[src/rtl/csr_regfile.sv]
// Machine-mode CSR register file: trap CSRs, 64-bit cycle/instret counters,
// interrupt-pending generation and the mtvec/mepc taps for the pipe control.
module csr_regfile #(
   parameter logic [31:0] HART_ID    = 32'h0,
   parameter logic [31:0] MISA_VAL   = 32'h4000_1100,
   parameter bit          COUNTER_EN = 1'b1
) (
   input  logic        clk_i,
   input  logic        rst_ni,
   input  logic [11:0] raddr_i,
   output logic [31:0] rdata_o,
   output logic        illegal_o,
   input  logic        we_i,
   input  logic [11:0] waddr_i,
   input  logic [31:0] wdata_i,
   input  logic        instret_i,
   input  logic        trap_i,
   input  logic [31:0] trap_cause_i,
   input  logic [31:0] trap_pc_i,
   input  logic [31:0] trap_val_i,
   input  logic        mret_i,
   input  logic        ext_irq_i,
   input  logic        tmr_irq_i,
   output logic        irq_pending_o,
   output logic [31:0] mtvec_o,
   output logic [31:0] mepc_o
);

   localparam logic [11:0] A_MSTATUS   = 12'h300;
   localparam logic [11:0] A_MISA      = 12'h301;
   localparam logic [11:0] A_MIE       = 12'h304;
   localparam logic [11:0] A_MTVEC     = 12'h305;
   localparam logic [11:0] A_MSCRATCH  = 12'h340;
   localparam logic [11:0] A_MEPC      = 12'h341;
   localparam logic [11:0] A_MCAUSE    = 12'h342;
   localparam logic [11:0] A_MTVAL     = 12'h343;
   localparam logic [11:0] A_MIP       = 12'h344;
   localparam logic [11:0] A_MCYCLE    = 12'hB00;
   localparam logic [11:0] A_MINSTRET  = 12'hB02;
   localparam logic [11:0] A_MCYCLEH   = 12'hB80;
   localparam logic [11:0] A_MINSTRETH = 12'hB82;
   localparam logic [11:0] A_CYCLE     = 12'hC00;
   localparam logic [11:0] A_INSTRET   = 12'hC02;
   localparam logic [11:0] A_CYCLEH    = 12'hC80;
   localparam logic [11:0] A_INSTRETH  = 12'hC82;
   localparam logic [11:0] A_MHARTID   = 12'hF14;

   // architectural state
   logic        st_mie;
   logic        st_mpie;
   logic        mie_msie;
   logic        mie_mtie;
   logic        mie_meie;
   logic [31:2] mtvec_q;
   logic [31:0] mscratch_q;
   logic [31:2] mepc_q;
   logic [31:0] mcause_q;
   logic [31:0] mtval_q;
   logic [63:0] mcycle_q;
   logic [63:0] minstret_q;
   logic        irq_q;

   // decoded write strobes
   logic wr_mstatus;
   logic wr_mie;
   logic wr_mtvec;
   logic wr_mscratch;
   logic wr_mepc;
   logic wr_mcause;
   logic wr_mtval;
   logic wr_mcycle;
   logic wr_mcycleh;
   logic wr_minstret;
   logic wr_minstreth;

   logic        trap_busy;
   logic [31:0] mstatus_rd;
   logic [31:0] mie_rd;
   logic [31:0] mip_rd;
   logic        unused_pc_bits;

   assign unused_pc_bits = ^trap_pc_i[1:0];

   // trap/mret own mstatus, mepc, mcause and mtval in their cycle
   assign trap_busy = trap_i | mret_i;

   assign mstatus_rd = {19'b0, 2'b11, 3'b0, st_mpie, 3'b0, st_mie, 3'b0};
   assign mie_rd     = {20'b0, mie_meie, 3'b0, mie_mtie, 3'b0, mie_msie, 3'b0};
   assign mip_rd     = {20'b0, ext_irq_i, 3'b0, tmr_irq_i, 7'b0};

   assign mtvec_o       = {mtvec_q, 2'b00};
   assign mepc_o        = {mepc_q, 2'b00};
   assign irq_pending_o = irq_q;

   // Write address decode; read-only and unknown addresses produce no strobe
   always_comb begin
      wr_mstatus   = 1'b0;
      wr_mie       = 1'b0;
      wr_mtvec     = 1'b0;
      wr_mscratch  = 1'b0;
      wr_mepc      = 1'b0;
      wr_mcause    = 1'b0;
      wr_mtval     = 1'b0;
      wr_mcycle    = 1'b0;
      wr_mcycleh   = 1'b0;
      wr_minstret  = 1'b0;
      wr_minstreth = 1'b0;
      if (we_i) begin
         case (waddr_i)
            A_MSTATUS:   wr_mstatus   = ~trap_busy;
            A_MIE:       wr_mie       = 1'b1;
            A_MTVEC:     wr_mtvec     = 1'b1;
            A_MSCRATCH:  wr_mscratch  = 1'b1;
            A_MEPC:      wr_mepc      = ~trap_busy;
            A_MCAUSE:    wr_mcause    = ~trap_busy;
            A_MTVAL:     wr_mtval     = ~trap_busy;
            A_MCYCLE:    wr_mcycle    = COUNTER_EN;
            A_MCYCLEH:   wr_mcycleh   = COUNTER_EN;
            A_MINSTRET:  wr_minstret  = COUNTER_EN;
            A_MINSTRETH: wr_minstreth = COUNTER_EN;
            default: ;
         endcase
      end
   end

   // Combinational read mux, no bypass of the pending write
   always_comb begin
      rdata_o   = '0;
      illegal_o = 1'b0;
      case (raddr_i)
         A_MSTATUS:               rdata_o = mstatus_rd;
         A_MISA:                  rdata_o = MISA_VAL;
         A_MIE:                   rdata_o = mie_rd;
         A_MTVEC:                 rdata_o = {mtvec_q, 2'b00};
         A_MSCRATCH:              rdata_o = mscratch_q;
         A_MEPC:                  rdata_o = {mepc_q, 2'b00};
         A_MCAUSE:                rdata_o = mcause_q;
         A_MTVAL:                 rdata_o = mtval_q;
         A_MIP:                   rdata_o = mip_rd;
         A_MCYCLE,   A_CYCLE:     rdata_o = mcycle_q[31:0];
         A_MCYCLEH,  A_CYCLEH:    rdata_o = mcycle_q[63:32];
         A_MINSTRET, A_INSTRET:   rdata_o = minstret_q[31:0];
         A_MINSTRETH, A_INSTRETH: rdata_o = minstret_q[63:32];
         A_MHARTID:               rdata_o = HART_ID;
         default:                 illegal_o = 1'b1;
      endcase
   end

   // mstatus: trap stacks MIE into MPIE, mret restores it, else software write
   always_ff @(posedge clk_i or negedge rst_ni) begin
      if (!rst_ni) begin
         st_mie  <= 1'b0;
         st_mpie <= 1'b0;
      end else if (trap_i) begin
         st_mpie <= st_mie;
         st_mie  <= 1'b0;
      end else if (mret_i) begin
         st_mie  <= st_mpie;
         st_mpie <= 1'b1;
      end else if (wr_mstatus) begin
         st_mie  <= wdata_i[3];
         st_mpie <= wdata_i[7];
      end
   end

   // Trap capture registers; trap entry overrides any software write
   always_ff @(posedge clk_i or negedge rst_ni) begin
      if (!rst_ni) begin
         mepc_q   <= '0;
         mcause_q <= '0;
         mtval_q  <= '0;
      end else if (trap_i) begin
         mepc_q   <= trap_pc_i[31:2];
         mcause_q <= trap_cause_i;
         mtval_q  <= trap_val_i;
      end else begin
         if (wr_mepc)   mepc_q   <= wdata_i[31:2];
         if (wr_mcause) mcause_q <= wdata_i;
         if (wr_mtval)  mtval_q  <= wdata_i;
      end
   end

   // Plain software-written CSRs, unaffected by trap or mret
   always_ff @(posedge clk_i or negedge rst_ni) begin
      if (!rst_ni) begin
         mie_msie   <= 1'b0;
         mie_mtie   <= 1'b0;
         mie_meie   <= 1'b0;
         mtvec_q    <= '0;
         mscratch_q <= '0;
      end else begin
         if (wr_mie) begin
            mie_msie <= wdata_i[3];
            mie_mtie <= wdata_i[7];
            mie_meie <= wdata_i[11];
         end
         if (wr_mtvec)    mtvec_q    <= wdata_i[31:2];
         if (wr_mscratch) mscratch_q <= wdata_i;
      end
   end

   // Cycle counter: a write to one half wins and freezes the other half
   always_ff @(posedge clk_i or negedge rst_ni) begin
      if (!rst_ni) begin
         mcycle_q <= '0;
      end else if (COUNTER_EN) begin
         if (wr_mcycle)       mcycle_q[31:0]  <= wdata_i;
         else if (wr_mcycleh) mcycle_q[63:32] <= wdata_i;
         else                 mcycle_q        <= mcycle_q + 64'd1;
      end
   end

   // Retired-instruction counter, same write-wins rule as the cycle counter
   always_ff @(posedge clk_i or negedge rst_ni) begin
      if (!rst_ni) begin
         minstret_q <= '0;
      end else if (COUNTER_EN) begin
         if (wr_minstret)       minstret_q[31:0]  <= wdata_i;
         else if (wr_minstreth) minstret_q[63:32] <= wdata_i;
         else if (instret_i)    minstret_q        <= minstret_q + 64'd1;
      end
   end

   // Registered interrupt request from enabled, pending sources
   always_ff @(posedge clk_i or negedge rst_ni) begin
      if (!rst_ni) irq_q <= 1'b0;
      else         irq_q <= st_mie & |(mie_rd & mip_rd);
   end

endmodule

[config.mk]
export PLATFORM = sky130hd
export DESIGN_NAME = csr_regfile
export DESIGN_NICKNAME = d
export VERILOG_FILES = /design/src/rtl/csr_regfile.sv
export SDC_FILE = /design/constraint.sdc
export NUM_CORES = 1
export LEC_CHECK = 0
export ABC_AREA = 1
export CAP_MARGIN = 20
export CORE_AREA = 2 2 208 210
export DETAILED_ROUTE_END_ITERATION = 6
export DIE_AREA = 0 0 210 212
export PLACE_DENSITY = 0.71
export SETUP_SLACK_MARGIN = 0.3
export SKIP_LAST_GASP = 1
export SLEW_MARGIN = 25
export SYNTH_ARGS = -nofsm -noshare
export SYNTH_HDL_FRONTEND = slang
export SYNTH_SLANG_ARGS = --single-unit
[constraint.sdc]
create_clock -name clk_i -period 3 [get_ports clk_i]
set_input_delay 0.6 -clock clk_i [delete_from_list [all_inputs] [get_ports clk_i]]
set_output_delay 0.6 -clock clk_i [all_outputs]
set_load 0.05 [all_outputs]
* Word-level counts from Yosys, hierarchy flattened
Cells that the tools add are included.
** Cells by class
- Add/sub/neg operators :: 2
- Bitwise logic cells :: 5
- Eq/ne operators :: 31
- Reduce and logical (&&, ||, !) cells :: 14
- Mux-type cells :: 43
** Operators with widths (number)
- one-hot mux 32 bit (13 select lines) :: 1
- 2-to-1 mux 32 bit :: 10
- equality test 12 x 10 -> 1 bit, second input constant :: 16
- equality test 12 bit, second input constant :: 13
- adder 64 x 1 -> 64 bit, second input constant :: 2
- 2-to-1 mux 64 bit :: 1
- 2-to-1 mux 30 bit :: 2
- OR reduction 32 bit :: 1
- 2-to-1 mux 1 bit :: 29
- OR reduction 18 bit :: 1
- bitwise AND 12 bit :: 1
- nonzero test 2 bit :: 5
- OR reduction 2 bit :: 4
- inequality test 2 bit, second input constant :: 2
- AND reduction 2 bit :: 2
- nonzero test 3 bit :: 1
- NOT 1 bit :: 2
- bitwise AND 1 bit :: 1
- OR 1 bit :: 1
** Storage, ports and cells
- Word-level logic and storage cells :: 110
- Register bits after elaboration :: 290
- Output and inout port bits :: 98
- Bits of input ports :: 160

* Depth between registers and ports, before layout
- Depth after elaboration :: 7
- Gate-level depth with buffers :: 12
- Gate-level depth less buffers :: 12

* Worst setup path before layout
OpenSTA, ideal clock, no wires.
- Kind :: input-to-output
- Start :: in raddr_i[9]
- End :: out illegal_o
- Stages on the path :: 8
- Data arrival time :: 2.507 ns
- Path slack :: -0.107 ns
- Buffers on the path :: 1
- Required time :: 2.400 ns
- Cells stage by stage :: nand2_1 nor2_1 nand2_1 nand2_1 nand3_2 clkbuf_1 nand3_1 nor3_1
** On the way
- Longest elaborated chain between the ends :: 3
- Elaborated cells on any way between the ends :: 20
- Classes of those cells :: 18 x eq/ne; 1 x mux; 1 x reduce/logical
** Ends and longest elaborated chain
- from (decl) :: line 10 : input logic [11:0] raddr_i,
- equality test 12 bit or equality test 12 x 10 -> 1 bit (tied branches) :: line 130 : case (raddr_i)
- OR reduction 18 bit (no source line) *
- 2-to-1 mux 1 bit * :: line 130
- to (decl) :: line 12 : output logic illegal_o,
Every way passes the cells marked *; elsewhere a longest branch is shown, timed or not.

* Worst setup path after layout
- Start :: in raddr_i[5]
- End :: out rdata_o[17]
** On the way
- Longest elaborated chain between the ends :: 3
- Elaborated cells on any way between the ends :: 22
- Classes of those cells :: 17 x eq/ne; 1 x mux; 4 x reduce/logical
** Ends and longest elaborated chain
- equality test 12 bit :: line 130
- OR reduction 2 bit :: line 130
- one-hot mux 32 bit (13 select lines) * :: line 130
- to (decl) :: line 11 : output logic [31:0] rdata_o,
Marked as above.

==> reports/results.ini <==
[final_layout]
final_nets=3388
register_area_um2=7257
multi_input_area_um2=11000
layout-drive-gt1-share_pct=16.29
finalInstanceArea_um2=26100
syn_to_final_growth_pct=38.12
fill_cells=3827

[place]
portBuffers=251
hpwl_um=73350
place_area_um2=23250
place_congestion=1.043

[die]
io_pins=258
die_w_um=210
fp.coreArea_um2=42510
start_util_pct=44.46
dieHeight_um=212
die_area_um2=44520
placementRows=76

[clock_network]
clkLatencyLatePin_ps=580
root_buffer=clkbuf_16
clock_sinks=290
htreeDepth=2
clk_path_buf_depth=3
clk_pin_slew_ps=60
cts-buffers-inserted=37
cts_tree=done

[hold_path]
hp-class=in2async

[synth]
synth_flop_cell=dfrtp_1
yosysWarnings=0
synth-seq-area-share_pct=38.40
synth_seq_cells=290
synth_area_um2=18900
netlist-cell-type-count=43
avgSynthCellArea_um2=6.599
synthCells=2864
synth_edf_count=0
async_reset_ff_share_pct=100.0

[critical_path]
crit_arrival_ps=2240
crit_path_start_kind=input port
endpoint_kind=output pin
path_max_fanout=7
required_ps=2400
critPathKind=in2out

[global_route]
gr-total-overflow=0
grt_pass1_vias=21630
antenna_found_initial=4
grt_start_max_net_pins=86
grt_pass1_wl_um=140000
grt_use_total_pct=43.17

[power]
p_sw_share_pct=31.73
pwr-share-comb_pct=16.4
switching_power_w=0.003502
irDropWorstVdd_mv=0.3390
internal_power_w=0.007536
p_leak_nw=11.79
p_clk_share_pct=41.7
power_density_nw_per_um2=422.9
seqPwrFrac_pct=41.8

[timing]
fmax_mhz=351.9
skew_ps=29.15
setup_viol=0
tns_ps=0
fin_crit_ps=2841
worstMarginPinSlew_ps=765.5
hold_viol=1
rsz0062_at_grt=yes
slew_headroom_pct=48.91
slew_viol_final=0
holdWs_ps=-2.068
period_share_pct=94.72

[run_status]
failed_checks=hold timing
run_status=finished, violations left

[routing]
drtAntennaViolNets=0
wl_per_cell_um=25.54
wl_um=97100
drt_first_pass_iters=6
drt_iter0_drc=2902
drc=0
routed_via_density=5.937
vias=22570

[flow_run]
max_cap_viol_count=0

## power by group through the flow
stage | registers, W | logic (W) | clock network, W
6_report | 0.00462 | 0.00182 | 0.00461
5_1_grt | 0.00465 | 0.00195 | 0.00475
4_1_cts | 0.00459 | 0.00175 | 0.00462
3_5_place_dp | 0.00465 | 0.00170 | 0
3_3_place_gp | 0.00464 | 0.00166 | 0
2_1_floorplan | 0.00467 | 0.000766 | 0
## critical path, cell delays in order
cell      delay, ps
buf_6           100
nor2_4          170
nand3_2         120
nor2_4          120
buf_12          160
nand2_4          70
inv_4            70
buf_12          130
nand2_2          70
nand2_2          80
nor2_2           50
buf_6           120
nand3b_1        190
buf_12          170
## cells in the mapped netlist (2+ instances only)
cell        n  area [um^2]
o21ai_0   205         1026
nand3_1   218         1091
clkbuf_1   51        191.4
nand2_1   902         3386
nand3_2     5        50.05
ha_1        2        25.02
inv_1     287         1077
nor2_1    374         1404
o221ai_1   23        201.4
a21oi_1   166        830.8
nor2_2     15        93.84
nand2_4     5        56.30
buf_6       8        90.09
inv_2       8        30.03
buf_4       8        60.06
xnor2_1     2        17.52
o22ai_1    77        481.7
and3_1      5        31.28
inv_4       2        12.51
xor2_1     41        359.1
o21ai_1    22        110.1
buf_1       5        18.77
nor3_1     12        60.06
nand2_2     7        43.79
nand4_1    26        162.7
buf_2      38        190.2
nor2_4      9        101.4
o211ai_1   16        120.1
nand3b_1    9        67.56
dfrtp_1   290         7257
nand3_4     4        70.07
o21bai_1   11        82.58
## metal layers
layer / global-route usage, % / wire length, um / up-vias
met5: 0 / 10 / -
met4: 29.10 / 7434 / 2
met3: 9.084 / 9844 / 340
met2: 67.21 / 43010 / 1456
met1: 54.30 / 36810 / 10780
li1: - / - / 9993
## metrics by stage
| stage | util, % | std cells | total power (W) | setup slack (ps) | hold slack (ps) |
|---|---|---|---|---|---|
| 6_report | 61.41 | 3802 | 0.01104 | 158.5 | -2.068 |
| 5_1_grt | 61.40 | 3800 | 0.01135 | 103.8 | 48.31 |
| 2_1_floorplan | - | 2867 | 0.005432 | 363.2 | 304.4 |
| 3_5_place_dp | 54.69 | 3695 | 0.006347 | -351.3 | 472.5 |
| 3_3_place_gp | 54.69 | 3695 | 0.006303 | -320.0 | 465.7 |
| 4_1_cts | 60.01 | 3789 | 0.01096 | 240.1 | 28.16 |
## final timing paths
| path | slack (ps) | startpoint | depth (start not counted) | endpoint |
|---|---|---|---|---|
| setup / recovery | 160 | raddr_i[5] | 14 | rdata_o[17] |
| hold / removal | -2 | rst_ni | 1 | minstret_q[38] |
| hold reg to reg | 480 | mcause_q[16] | 2 | mcause_q[16] |
| max in group asynchronous | 2010 | rst_ni | 2 | mscratch_q[13] |
| setup reg to reg | 630 | mcycle_q[0] | 10 | mcycle_q[56] |
| min in group clk_i | 480 | trap_i | 3 | mtval_q[17] |
## cell usage in the layout, fill, tap and decap left out, types with 60 or more instances in the layout
master           synthesis  routed
inv_1                  287     276
nand2_1                902     845
buf_4                    8     116
buf_12                   0      60
nand3_1                218     181
clkdlybuf4s50_1          0     204
nor2_1                 374     344
dfrtp_1                290     290
a21oi_1                166     148
o21ai_0                205     199
## logic make-up after synthesis
kind of cell	after synthesis	share of synthesized area, %
AO/OA/AOI/OAI	525	15.32
other	1	0.01984
flip-flops	290	38.40
XOR/XNOR	43	1.993
AND/OR/NAND/NOR	1595	35.28
buffers and inverters	408	8.859
adder cells (fa/ha/maj)	2	0.1324
## state kept, by name, summed over array words and instances (netlist names)
name and count:
irq_pending_o 1, mcause_q 32, mcycle_q 64, mepc_q 30, mie_meie 1, mie_msie 1, mie_mtie 1, minstret_q 64
mscratch_q 32, mtval_q 32, mtvec_q 30, st_mie 1, st_mpie 1
## final cells by class
| class | count | area share (%) |
|---|---|---|
| Tap cell | 546 | 2.617 |
| Timing Repair Buffer | 430 | 18.22 |
| Multi-Input combinational cell | 2169 | 42.13 |
| Sequential cell | 290 | 27.80 |
| Antenna cell | 3 | 0.02876 |
| Clock inverter | 12 | 0.5512 |
| Inverter | 298 | 4.429 |
| Clock buffer | 54 | 4.213 |
## timing repair
item	in CTS	in global routing
hold buffers	0	0
cloned	5	1
setup endpoints to repair	33	33
buffers inserted	23	9
gates resized for setup	236	122
pin swaps	44	54
(Power assumes the default switching activity.)
